$ cat src/rtl/tm_lif_array_if.sv
// Bus bundle for the time-multiplexed LIF array: update controls in,
// spike event stream and membrane trace out.
interface tm_lif_array_if #(
  parameter int WIDTH     = 8,
  parameter int N_NEURONS = 8
);
  localparam int IDX_W = $clog2(N_NEURONS);

  logic                 en;
  logic [WIDTH-1:0]     current;
  logic                 thr_we;
  logic [WIDTH-1:0]     thr_data;
  logic [IDX_W-1:0]     tm_idx;
  logic [N_NEURONS-1:0] spike;
  logic                 spike_valid;
  logic [IDX_W-1:0]     spike_id;
  logic [WIDTH-1:0]     state_out;
  logic [IDX_W-1:0]     state_id;
  logic                 frame_done;

  modport slave (
    input  en, current, thr_we, thr_data,
    output tm_idx, spike, spike_valid, spike_id, state_out, state_id, frame_done
  );

  modport master (
    output en, current, thr_we, thr_data,
    input  tm_idx, spike, spike_valid, spike_id, state_out, state_id, frame_done
  );
endinterface

$ cat src/rtl/tm_lif_array.sv
// Time-multiplexed leaky integrate-and-fire array: one shared update datapath
// walks N_NEURONS membrane states round-robin, one neuron per enabled cycle.
module tm_lif_array #(
  parameter int WIDTH       = 8,
  parameter int N_NEURONS   = 8,
  parameter int LEAK_SHIFT  = 3,
  parameter int IN_SHIFT    = 1,
  parameter int THRESH_INIT = 127,
  parameter int REFRACTORY  = 2
) (
  input  logic           clk,
  input  logic           rst,
  tm_lif_array_if.slave  bus
);
  localparam int IDX_W = $clog2(N_NEURONS);
  // +2 keeps the counter at least one bit wide even when REFRACTORY is 0
  localparam int RW    = $clog2(REFRACTORY + 2);
  localparam logic [IDX_W-1:0] LAST_SLOT = IDX_W'(N_NEURONS - 1);

  logic [WIDTH-1:0]     v_q [N_NEURONS];
  logic [WIDTH-1:0]     v_d [N_NEURONS];
  logic [RW-1:0]        r_q [N_NEURONS];
  logic [RW-1:0]        r_d [N_NEURONS];
  logic [IDX_W-1:0]     slot_q, slot_d;
  logic [IDX_W-1:0]     spike_id_q, spike_id_d;
  logic [IDX_W-1:0]     state_id_q, state_id_d;
  logic [N_NEURONS-1:0] spike_q, spike_d;
  logic                 spike_valid_q, spike_valid_d;
  logic                 frame_done_q, frame_done_d;
  logic [WIDTH-1:0]     thr_q, thr_d;
  logic [WIDTH-1:0]     state_out_q, state_out_d;

  logic [WIDTH-1:0]     leaked;
  logic [WIDTH-1:0]     in_c;
  logic [WIDTH:0]       sum_w;
  logic [WIDTH-1:0]     sum_sat;

  always_comb begin
    leaked  = v_q[slot_q] - (v_q[slot_q] >> LEAK_SHIFT);
    in_c    = bus.current >> IN_SHIFT;
    sum_w   = {1'b0, leaked} + {1'b0, in_c};
    sum_sat = sum_w[WIDTH] ? {WIDTH{1'b1}} : sum_w[WIDTH-1:0];
  end

  always_comb begin
    v_d           = v_q;
    r_d           = r_q;
    slot_d        = slot_q;
    spike_d       = spike_q;
    spike_id_d    = spike_id_q;
    state_id_d    = state_id_q;
    state_out_d   = state_out_q;
    spike_valid_d = 1'b0;
    frame_done_d  = 1'b0;
    // the update below still compares against thr_q, so a same-cycle write
    // only takes effect from the next update
    thr_d         = bus.thr_we ? bus.thr_data : thr_q;

    if (bus.en) begin
      if (r_q[slot_q] != '0) begin
        v_d[slot_q]     = '0;
        r_d[slot_q]     = r_q[slot_q] - RW'(1);
        spike_d[slot_q] = 1'b0;
        state_out_d     = '0;
      end else if (sum_sat >= thr_q) begin
        v_d[slot_q]     = '0;
        r_d[slot_q]     = RW'(REFRACTORY);
        spike_d[slot_q] = 1'b1;
        spike_valid_d   = 1'b1;
        spike_id_d      = slot_q;
        state_out_d     = '0;
      end else begin
        v_d[slot_q]     = sum_sat;
        spike_d[slot_q] = 1'b0;
        state_out_d     = sum_sat;
      end
      state_id_d   = slot_q;
      frame_done_d = (slot_q == LAST_SLOT);
      slot_d       = (slot_q == LAST_SLOT) ? '0 : slot_q + IDX_W'(1);
    end
  end

  always_ff @(posedge clk) begin
    if (rst) begin
      for (int i = 0; i < N_NEURONS; i++) begin
        v_q[i] <= '0;
        r_q[i] <= '0;
      end
      slot_q        <= '0;
      spike_q       <= '0;
      spike_id_q    <= '0;
      state_id_q    <= '0;
      state_out_q   <= '0;
      spike_valid_q <= 1'b0;
      frame_done_q  <= 1'b0;
      thr_q         <= WIDTH'(THRESH_INIT);
    end else begin
      for (int i = 0; i < N_NEURONS; i++) begin
        v_q[i] <= v_d[i];
        r_q[i] <= r_d[i];
      end
      slot_q        <= slot_d;
      spike_q       <= spike_d;
      spike_id_q    <= spike_id_d;
      state_id_q    <= state_id_d;
      state_out_q   <= state_out_d;
      spike_valid_q <= spike_valid_d;
      frame_done_q  <= frame_done_d;
      thr_q         <= thr_d;
    end
  end

  assign bus.tm_idx      = slot_q;
  assign bus.spike       = spike_q;
  assign bus.spike_valid = spike_valid_q;
  assign bus.spike_id    = spike_id_q;
  assign bus.state_out   = state_out_q;
  assign bus.state_id    = state_id_q;
  assign bus.frame_done  = frame_done_q;
endmodule

$ cat src/flat_wrapper.sv
// flat-port wrapper written by rule: the top's interface ports become plain ports
module tm_lif_array_flat 
#(
  parameter int WIDTH       = 8,
  parameter int N_NEURONS   = 8,
  parameter int LEAK_SHIFT  = 3,
  parameter int IN_SHIFT    = 1,
  parameter int THRESH_INIT = 127,
  parameter int REFRACTORY  = 2
)
  (clk, rst, bus_en, bus_current, bus_thr_we, bus_thr_data, bus_tm_idx, bus_spike, bus_spike_valid, bus_spike_id, bus_state_out, bus_state_id, bus_frame_done);
  tm_lif_array_if #(.WIDTH(WIDTH), .N_NEURONS(N_NEURONS)) bus_i ();
  input  logic clk;
  input  logic rst;
  input wire logic [$bits(bus_i.en)-1:0] bus_en;
  input wire logic [$bits(bus_i.current)-1:0] bus_current;
  input wire logic [$bits(bus_i.thr_we)-1:0] bus_thr_we;
  input wire logic [$bits(bus_i.thr_data)-1:0] bus_thr_data;
  output wire logic [$bits(bus_i.tm_idx)-1:0] bus_tm_idx;
  output wire logic [$bits(bus_i.spike)-1:0] bus_spike;
  output wire logic [$bits(bus_i.spike_valid)-1:0] bus_spike_valid;
  output wire logic [$bits(bus_i.spike_id)-1:0] bus_spike_id;
  output wire logic [$bits(bus_i.state_out)-1:0] bus_state_out;
  output wire logic [$bits(bus_i.state_id)-1:0] bus_state_id;
  output wire logic [$bits(bus_i.frame_done)-1:0] bus_frame_done;
  assign bus_i.en = bus_en;
  assign bus_i.current = bus_current;
  assign bus_i.thr_we = bus_thr_we;
  assign bus_i.thr_data = bus_thr_data;
  assign bus_tm_idx = bus_i.tm_idx;
  assign bus_spike = bus_i.spike;
  assign bus_spike_valid = bus_i.spike_valid;
  assign bus_spike_id = bus_i.spike_id;
  assign bus_state_out = bus_i.state_out;
  assign bus_state_id = bus_i.state_id;
  assign bus_frame_done = bus_i.frame_done;
  tm_lif_array #(.WIDTH(WIDTH), .N_NEURONS(N_NEURONS), .LEAK_SHIFT(LEAK_SHIFT), .IN_SHIFT(IN_SHIFT), .THRESH_INIT(THRESH_INIT), .REFRACTORY(REFRACTORY)) u_core (.clk(clk), .rst(rst), .bus(bus_i));
endmodule
$ cat config.mk
export PLATFORM = sky130hd
export DESIGN_NAME = tm_lif_array_flat
export DESIGN_NICKNAME = d
export VERILOG_FILES = /design/src/rtl/tm_lif_array_if.sv /design/src/rtl/tm_lif_array.sv /design/src/flat_wrapper.sv
export SDC_FILE = /design/constraint.sdc
export NUM_CORES = 1
export LEC_CHECK = 0
export CORE_MARGIN = 4
export CORE_UTILIZATION = 54
export CTS_BUF_LIST = sky130_fd_sc_hd__clkbuf_4 sky130_fd_sc_hd__clkbuf_8
export DETAILED_ROUTE_END_ITERATION = 6
export PLACE_DENSITY = 0.78
export REMOVE_ABC_BUFFERS = 1
export SETUP_SLACK_MARGIN = 0.1
export SLEW_MARGIN = 10
export SYNTH_ARGS = -nofsm -noshare
export SYNTH_HDL_FRONTEND = slang
export SYNTH_SLANG_ARGS = --single-unit
$ cat constraint.sdc
create_clock -name clk -period 6.5 [get_ports clk]
set_input_delay 0.975 -clock clk [delete_from_list [all_inputs] [get_ports clk]]
set_output_delay 0.975 -clock clk [all_outputs]
set_load 0.01 [all_outputs]
==> results.yml, run 1 <==
synthesis:
  synth_edf_count: 0
  synth.ff_latch_count: 115
  seq_area_frac_synth_pct: 41.9
  synth-async-reset-ratio_pct: 0
  yosys_most_used_dff: "dfxtp_1"
  synth.area.top_cells: "dfxtp_1 (42%), nand2_1 (7.3%), o21ai_0 (6.5%), ha_1 (5.2%), a21oi_1 (4.3%)"
  yosysWarnings: 0
  synth_fa_ha_area_share_pct: 5.96
  yosysUniqueCellTypes: 53
  synth-xor-area-share_pct: 1.43
  synth_top_cell_by_area: "dfxtp_1"
  synth_top_family_by_area: "compound AO/OA/AOI/OAI gates"
  syn_area_um2: 5500
  synth_cells: 654
  avgSynthCellArea_um2: 8.40
  synth_simple_gate_area_share_pct: 17.9
  synth_common_cells: "dfxtp_1 (115), nand2_1 (107), o21ai_0 (71), nor2_1 (57), a21oi_1 (47)"
  yosysMostFrequentCell: "dfxtp_1"
  muxShareOfSynthArea_pct: 7.33
  synth-compound-area-share_pct: 21.7
  synthDominantCellAreaShare_pct: 41.9
timing:
  rsz0062_at_grt: "no"
  fmaxAchievable_mhz: 166
  finalCritPeriodShare_pct: 92.8
  fin_skew_ns: 0.00697
  slew_headroom_pct: 29.1
  whs_ns: 0.453
  finalHoldViolCount: 0
  drv_slew: 0
  setup_viol: 0
  min_period_ns: 6.03
  worstMarginPinSlew_ns: 1.06
worst_setup_path:
  cp-start-kind: "flop"
  ff2ff_setup_slack_ns: 0.47
  reg2reg_to: "u_core.v_q[63]"
  cp.arrival_ns: 6.36
  worstSetupEndpointType: "flop"
  required_ns: 6.83
  crit_chain: "mux2_2 > a22o_1 > a221o_1 > ha_1 > inv_1 > fa_1 > fa_1 > a211oi_1 > o21bai_1 > a21o_1 > or4_1 > a21oi_4 > inv_2 > ha_1 > and2_1 > and3_1 > a31oi_2 > nand3_4 > buf_4 > and2_1 > a2111oi_2"
  reg2regPathDepth: 21
  critPathKind: "reg -> reg"
  cp_slowest_cell: "or4_1"
  timing.rr.start: "u_core.bus.tm_idx[0]"
  cpPeakStageDelay_ns: 0.59
  cp_max_fo: 14
power:
  power.total_w: 0.00308
  leakagePower_nw: 2.55
  p_per_area_nw_per_um2: 466
  ir_drop_uv: 243
final_layout:
  area_growth_pct: 20.3
  n_antenna_cell: 0
  drive_gt1_share_pct: 12.3
  nets: 755
  fin_util_pct: 67.0
global_route:
  grt_pass1_vias: 4954
  groute.usage.overall_pct: 26.1
  antenna_found_initial: 0
  grt.overflow.total: 0
  grt_pass1_wl_um: 24200
  grt_max_degree: 59
routing:
  dr.first_iter.drc_count: 429
  drtPass1Iterations: 7
  via_count: 5083
  avgViaCountPerCell: 5.95
  drc_errors: 2
  wl_per_cell_um: 17.4
  drt_wl_total_um: 14800
  drtAntennaViolNets: 0
place:
  place.gp.congestion: 0.976
  port_buffers: 45
  hpwlAfterDp_um: 10800
die:
  die_h_um: 109
  start_util_pct: 55.7
  dieArea_um2: 11900
  rows: 36
  die_w_um: 109
  ios: 47
  core_um2: 9860
worst_hold_path:
  min_path_cells: 2
  hold_class: "reg -> reg"
  hold-path-endpoint: "u_core.bus.spike_id[2]"
  min_from: "u_core.bus.spike_id[2]"
cts:
  cts.hold.buffers_added: 0
  cts_tree: "yes"
  h-tree-depth: 4
  clock_latency_ns: 0.44
  cts_made_buffers: 17
  cts-root-buf: "clkbuf_8"
  cts_setup_buffers: 0
  ctsResizeCount: 0
  clock-sinks: 115
  cts_max_path_buffers: 2
  clkTransAtPathRegs_ns: 0.06
run:
  maxCapViolations: 0
status:
  failed_checks: "design-rule violations"
  status: "finished with violations"
[cells in the final DEF (no fill, tap or decap), drive strengths merged, types with 6 or more instances in the layout]
master	instances
a211oi	10
a21o	8
a21oi	48
buf	21
clkbuf	24
clkdlybuf4s50	44
dfxtp	115
ha	23
inv	26
mux2	10
mux2i	20
nand2	107
nand3	13
nor2	57
nor2b	12
nor3	12
o211ai	8
o21ai	76
xnor2	6
[logic make-up (layout without fill, tap and decap cells)]
group | after synthesis | in the layout
multiplexers | 34 | 34
flip-flops | 115 | 115
XOR/XNOR | 9 | 9
AO/OA/AOI/OAI | 193 | 193
buffers and inverters | 54 | 121
AND/OR/NAND/NOR | 224 | 224
adder cells (fa/ha/maj) | 25 | 25
[report_power, final]
group	leakage [nW]	internal, W	switching, W
registers	0.932	0.000771	0.0000389
clock network	0.196	0.000341	0.000273
logic	1.42	0.000625	0.00103
[area by class of cell]
cell class / instances / area [µm²]
tap: 133 / 166
multi-input combinational: 485 / 3070
timing repair buffer: 65 / 612
sequential: 115 / 2310
inverter: 26 / 97.6
clock inverter: 6 / 55.1
clock buffer: 24 / 305
fill: 793 / 3250
[layer usage]
layer	part of all wire, %	track usage [%]	routed length [µm]
met5	0	0	0
met2	46	42.4	6860
met3	7.7	5.68	1140
met1	44	33.7	6470
met4	2.5	10.8	367
[stage by stage]
| step | instance area, µm² | TNS [ns] | setup slack [ns] | cells |
|---|---|---|---|---|
| after floorplan | 5390 | -0.470 | -0.102 | 626 |
| after global placement | 6160 | 0 | 0.250 | 824 |
| after detailed placement | 6160 | 0 | 0.124 | 824 |
| after CTS | 6520 | 0 | 0.113 | 854 |
| after global routing | 6610 | 0 | 0.0422 | 854 |
| final | 6610 | 0 | 0.471 | 854 |
[how the worst max path moves through the flow]
| stage | to | depth (start not counted) | startpoint | slack (ns) |
|---|---|---|---|---|
| after detailed placement | u_core.v_q[9] | 23 | u_core.bus.tm_idx[0] | 0.12 |
| final | u_core.v_q[63] | 21 | u_core.bus.tm_idx[0] | 0.47 |
| after floorplan | u_core.v_q[31] | 22 | u_core.bus.tm_idx[0] | -0.10 |
| after global placement | u_core.v_q[14] | 21 | u_core.bus.tm_idx[0] | 0.25 |
| after global routing | u_core.r_q[4] | 25 | u_core.bus.tm_idx[0] | 0.04 |
| after CTS | u_core.v_q[14] | 23 | u_core.bus.tm_idx[0] | 0.11 |
[worst max-delay path, delay by kind of cell (launching register included)]
kind / cells / cell delay, ns
and+or+nand+nor: 5 / 1.30
adders and majority gates: 4 / 1.45
muxes: 1 / 0.37
AOI/OAI and AO/OA: 8 / 2.03
buffers and inverters: 3 / 0.33
DFF: 1 / 0.46
[registers in the layout, summed over array words and instances, names as in the netlist, named ones only]
| signal | flops |
|---|---|
| u_core.r_q | 16 |
| u_core.bus.frame_done | 1 |
| u_core.thr_q | 8 |
| u_core.bus.state_id | 3 |
| u_core.v_q | 64 |
| u_core.bus.spike_id | 3 |
| u_core.bus.state_out | 8 |
| u_core.bus.spike_valid | 1 |
| u_core.bus.tm_idx | 3 |
(Power assumes the default switching activity.)
==> run 2, diff against run 1 <==
CELL_PAD_IN_SITES_DETAIL_PLACEMENT = 1   (was default)
CELL_PAD_IN_SITES_GLOBAL_PLACEMENT = 1   (was default)
CORE_ASPECT_RATIO = 0.8   (was default)
CORE_UTILIZATION = 45   (was 54)
DONT_BUFFER_PORTS = 1   (was default)
PLACE_DENSITY = default   (was 0.78)
PLACE_DENSITY_LB_ADDON = 0.1   (was default)
==> results.yml, run 2 (synthesis gave the netlist of run 1 again) <==
global_route:
  groute.usage.overall_pct: 26.2
  grt.overflow.total: 0
  grt_pass1_wl_um: 29000
  grt_max_degree: 59
  antenna_found_initial: 0
  grt_pass1_vias: 5274
final_layout:
  largest-register: "u_core.v_q"
  num-fill-cells: 1422
  final_common_cell: "dfxtp_1"
  largest_register_ffs: 64
  nets: 727
  drive_gt1_share_pct: 15.7
  stdcell_area_um2: 6320
  top_regs: "u_core.v_q x64, u_core.r_q x16"
  area_growth_pct: 15.0
  n_antenna_cell: 0
  finalNonFillerCells: 842
  layout_common_cells: "dfxtp_1 (112), nand2_1 (107), o21ai_0 (68)"
status:
  status: "finished, final reports clean"
die:
  die_w_um: 132
  start_util_pct: 46.8
  dieArea_um2: 14100
  die_h_um: 107
  core_um2: 11700
  ios: 47
  rows: 35
cts:
  cts_max_path_buffers: 2
  clkTransAtPathRegs_ns: 0.08
  cts-root-buf: "clkbuf_8"
  clock_latency_ns: 0.43
  clock-sinks: 115
  cts_made_buffers: 17
  cts_tree: "yes"
  h-tree-depth: 4
worst_hold_path:
  hold_class: "reg -> reg"
worst_setup_path:
  worstSetupEndpointType: "flop"
  critPathKind: "reg -> reg"
  endpoint: "u_core.v_q[5]"
  cp-start-kind: "flop"
  timing.rr.start: "u_core.bus.tm_idx[1]"
  cp-startpoint: "u_core.bus.tm_idx[1]"
  cp.arrival_ns: 6.37
  cp_max_fo: 7
  required_ns: 6.83
  ff2ff_setup_slack_ns: 0.45
  reg2regPathDepth: 24
  reg2reg_to: "u_core.v_q[5]"
timing:
  fmaxAchievable_mhz: 165
  slew_headroom_pct: 32.1
  drv_slew: 0
  min_period_ns: 6.05
  finalHoldViolCount: 0
  worstMarginPinSlew_ns: 1.01
  finalCritPeriodShare_pct: 93.1
  setup_viol: 0
  fin_skew_ns: 0.0185
  whs_ns: 0.453
  rsz0062_at_grt: "no"
place:
  dp.cells: 806
  port_buffers: 0
  place.gp.congestion: 0.866
  placed_area_um2: 5830
  hpwlAfterDp_um: 13300
power:
  ir_drop_uv: 297
  leakagePower_nw: 2.46
  p_per_area_nw_per_um2: 508
routing:
  dr.first_iter.drc_count: 285
  drtPass1Iterations: 4
  drtAntennaViolNets: 0
  via_count: 5085
  wl_per_cell_um: 21.4
  drc_errors: 0
  drt_wl_total_um: 18000
  avgViaCountPerCell: 6.04
run:
  maxCapViolations: 0
-- run 2: cell types whose count changed in the layout (fill, tap and decap cells not counted), moves of 2 or more --
cell             delta
a211oi_1            -2
a211oi_2            +2
buf_4              +15
clkbuf_4            -2
clkbuf_8            -2
clkdlybuf4s50_1    -44
clkinv_2            -3
clkinv_4            +3
clkinvlp_4          +3
inv_6               +2
nor2_4              -2
nor2b_1             -2
nor2b_2             +3
-- run 2: layer usage --
layer  track usage (%)  part of all wire (%)  up-vias
li1                  -                     -     2383
met1              35.2                    48     2535
met2              42.8                    45      147
met3              6.52                   6.6       20
met4              6.45                   1.1        0
met5                 0                     0        -
-- run 2: through the flow --
step           util, %  worst slack (ns)  power (W)  TNS (ns)
4_1_cts           52.9             0.152    0.00310         0
3_3_place_gp      49.6             0.245    0.00238         0
2_1_floorplan        -            -0.102    0.00176    -0.470
5_1_grt           53.9            0.0724    0.00341         0
3_5_place_dp      49.6            0.0676    0.00244         0
6_report          53.9             0.452    0.00321         0
-- run 2: critical path: stages (launching register included) --
cell and delay [ns]:
dfxtp_4 0.41, mux2_2 0.34, a22oi_1 0.21, nor2_1 0.08, a221o_1 0.32, ha_1 0.24, inv_1 0.07, fa_1 0.46
fa_1 0.49, a211oi_2 0.22, o21bai_1 0.11, a21o_1 0.23, or4_1 0.58, a21oi_4 0.23, inv_2 0.05, ha_1 0.31
and2_1 0.18, and3_1 0.21, a31oi_4 0.23, nand3_2 0.14, buf_4 0.22, nor2_1 0.10, buf_4 0.19, a21oi_1 0.06
a311oi_2 0.27
-- run 2: how the worst min path moves through the flow --
stage | startpoint | endpoint | slack, ns | depth (start not counted)
2_1_floorplan | u_core.v_q[12] | u_core.v_q[12] | 0.42 | 2
6_report | u_core.v_q[29] | u_core.v_q[29] | 0.45 | 2
3_5_place_dp | u_core.v_q[29] | u_core.v_q[29] | 0.44 | 2
3_3_place_gp | u_core.v_q[19] | u_core.v_q[19] | 0.43 | 2
4_1_cts | u_core.v_q[29] | u_core.v_q[29] | 0.45 | 2
5_1_grt | u_core.v_q[29] | u_core.v_q[29] | 0.46 | 2
-- run 2: layout make-up --
class	count	area [µm²]	area share, %
flip-flops and latches	115	2310	36.6
well taps	148	185	2.93
clock buffers	20	263	4.16
repair buffers	37	295	4.67
inverters	26	97.6	1.54
clock inverters	11	106	1.68
multi-input cells	485	3060	48.5
-- run 2: where the power goes --
part	leakage [nW]	total [W]	internal, W	switching (W)
Clock	0.182	0.000632	0.000321	0.000311
Combinational	1.34	0.00175	0.000643	0.00111
Sequential	0.933	0.000824	0.000770	0.0000539
Total	2.46	0.00321	0.00173	0.00147
-- run 2: repair_timing --
item | CTS | global route
setup buffers | 0 | 5
pin swaps | 0 | 2
hold buffers | 0 | 0
endpoints found under the setup margin | 11 | 86
resized for setup | 4 | 22
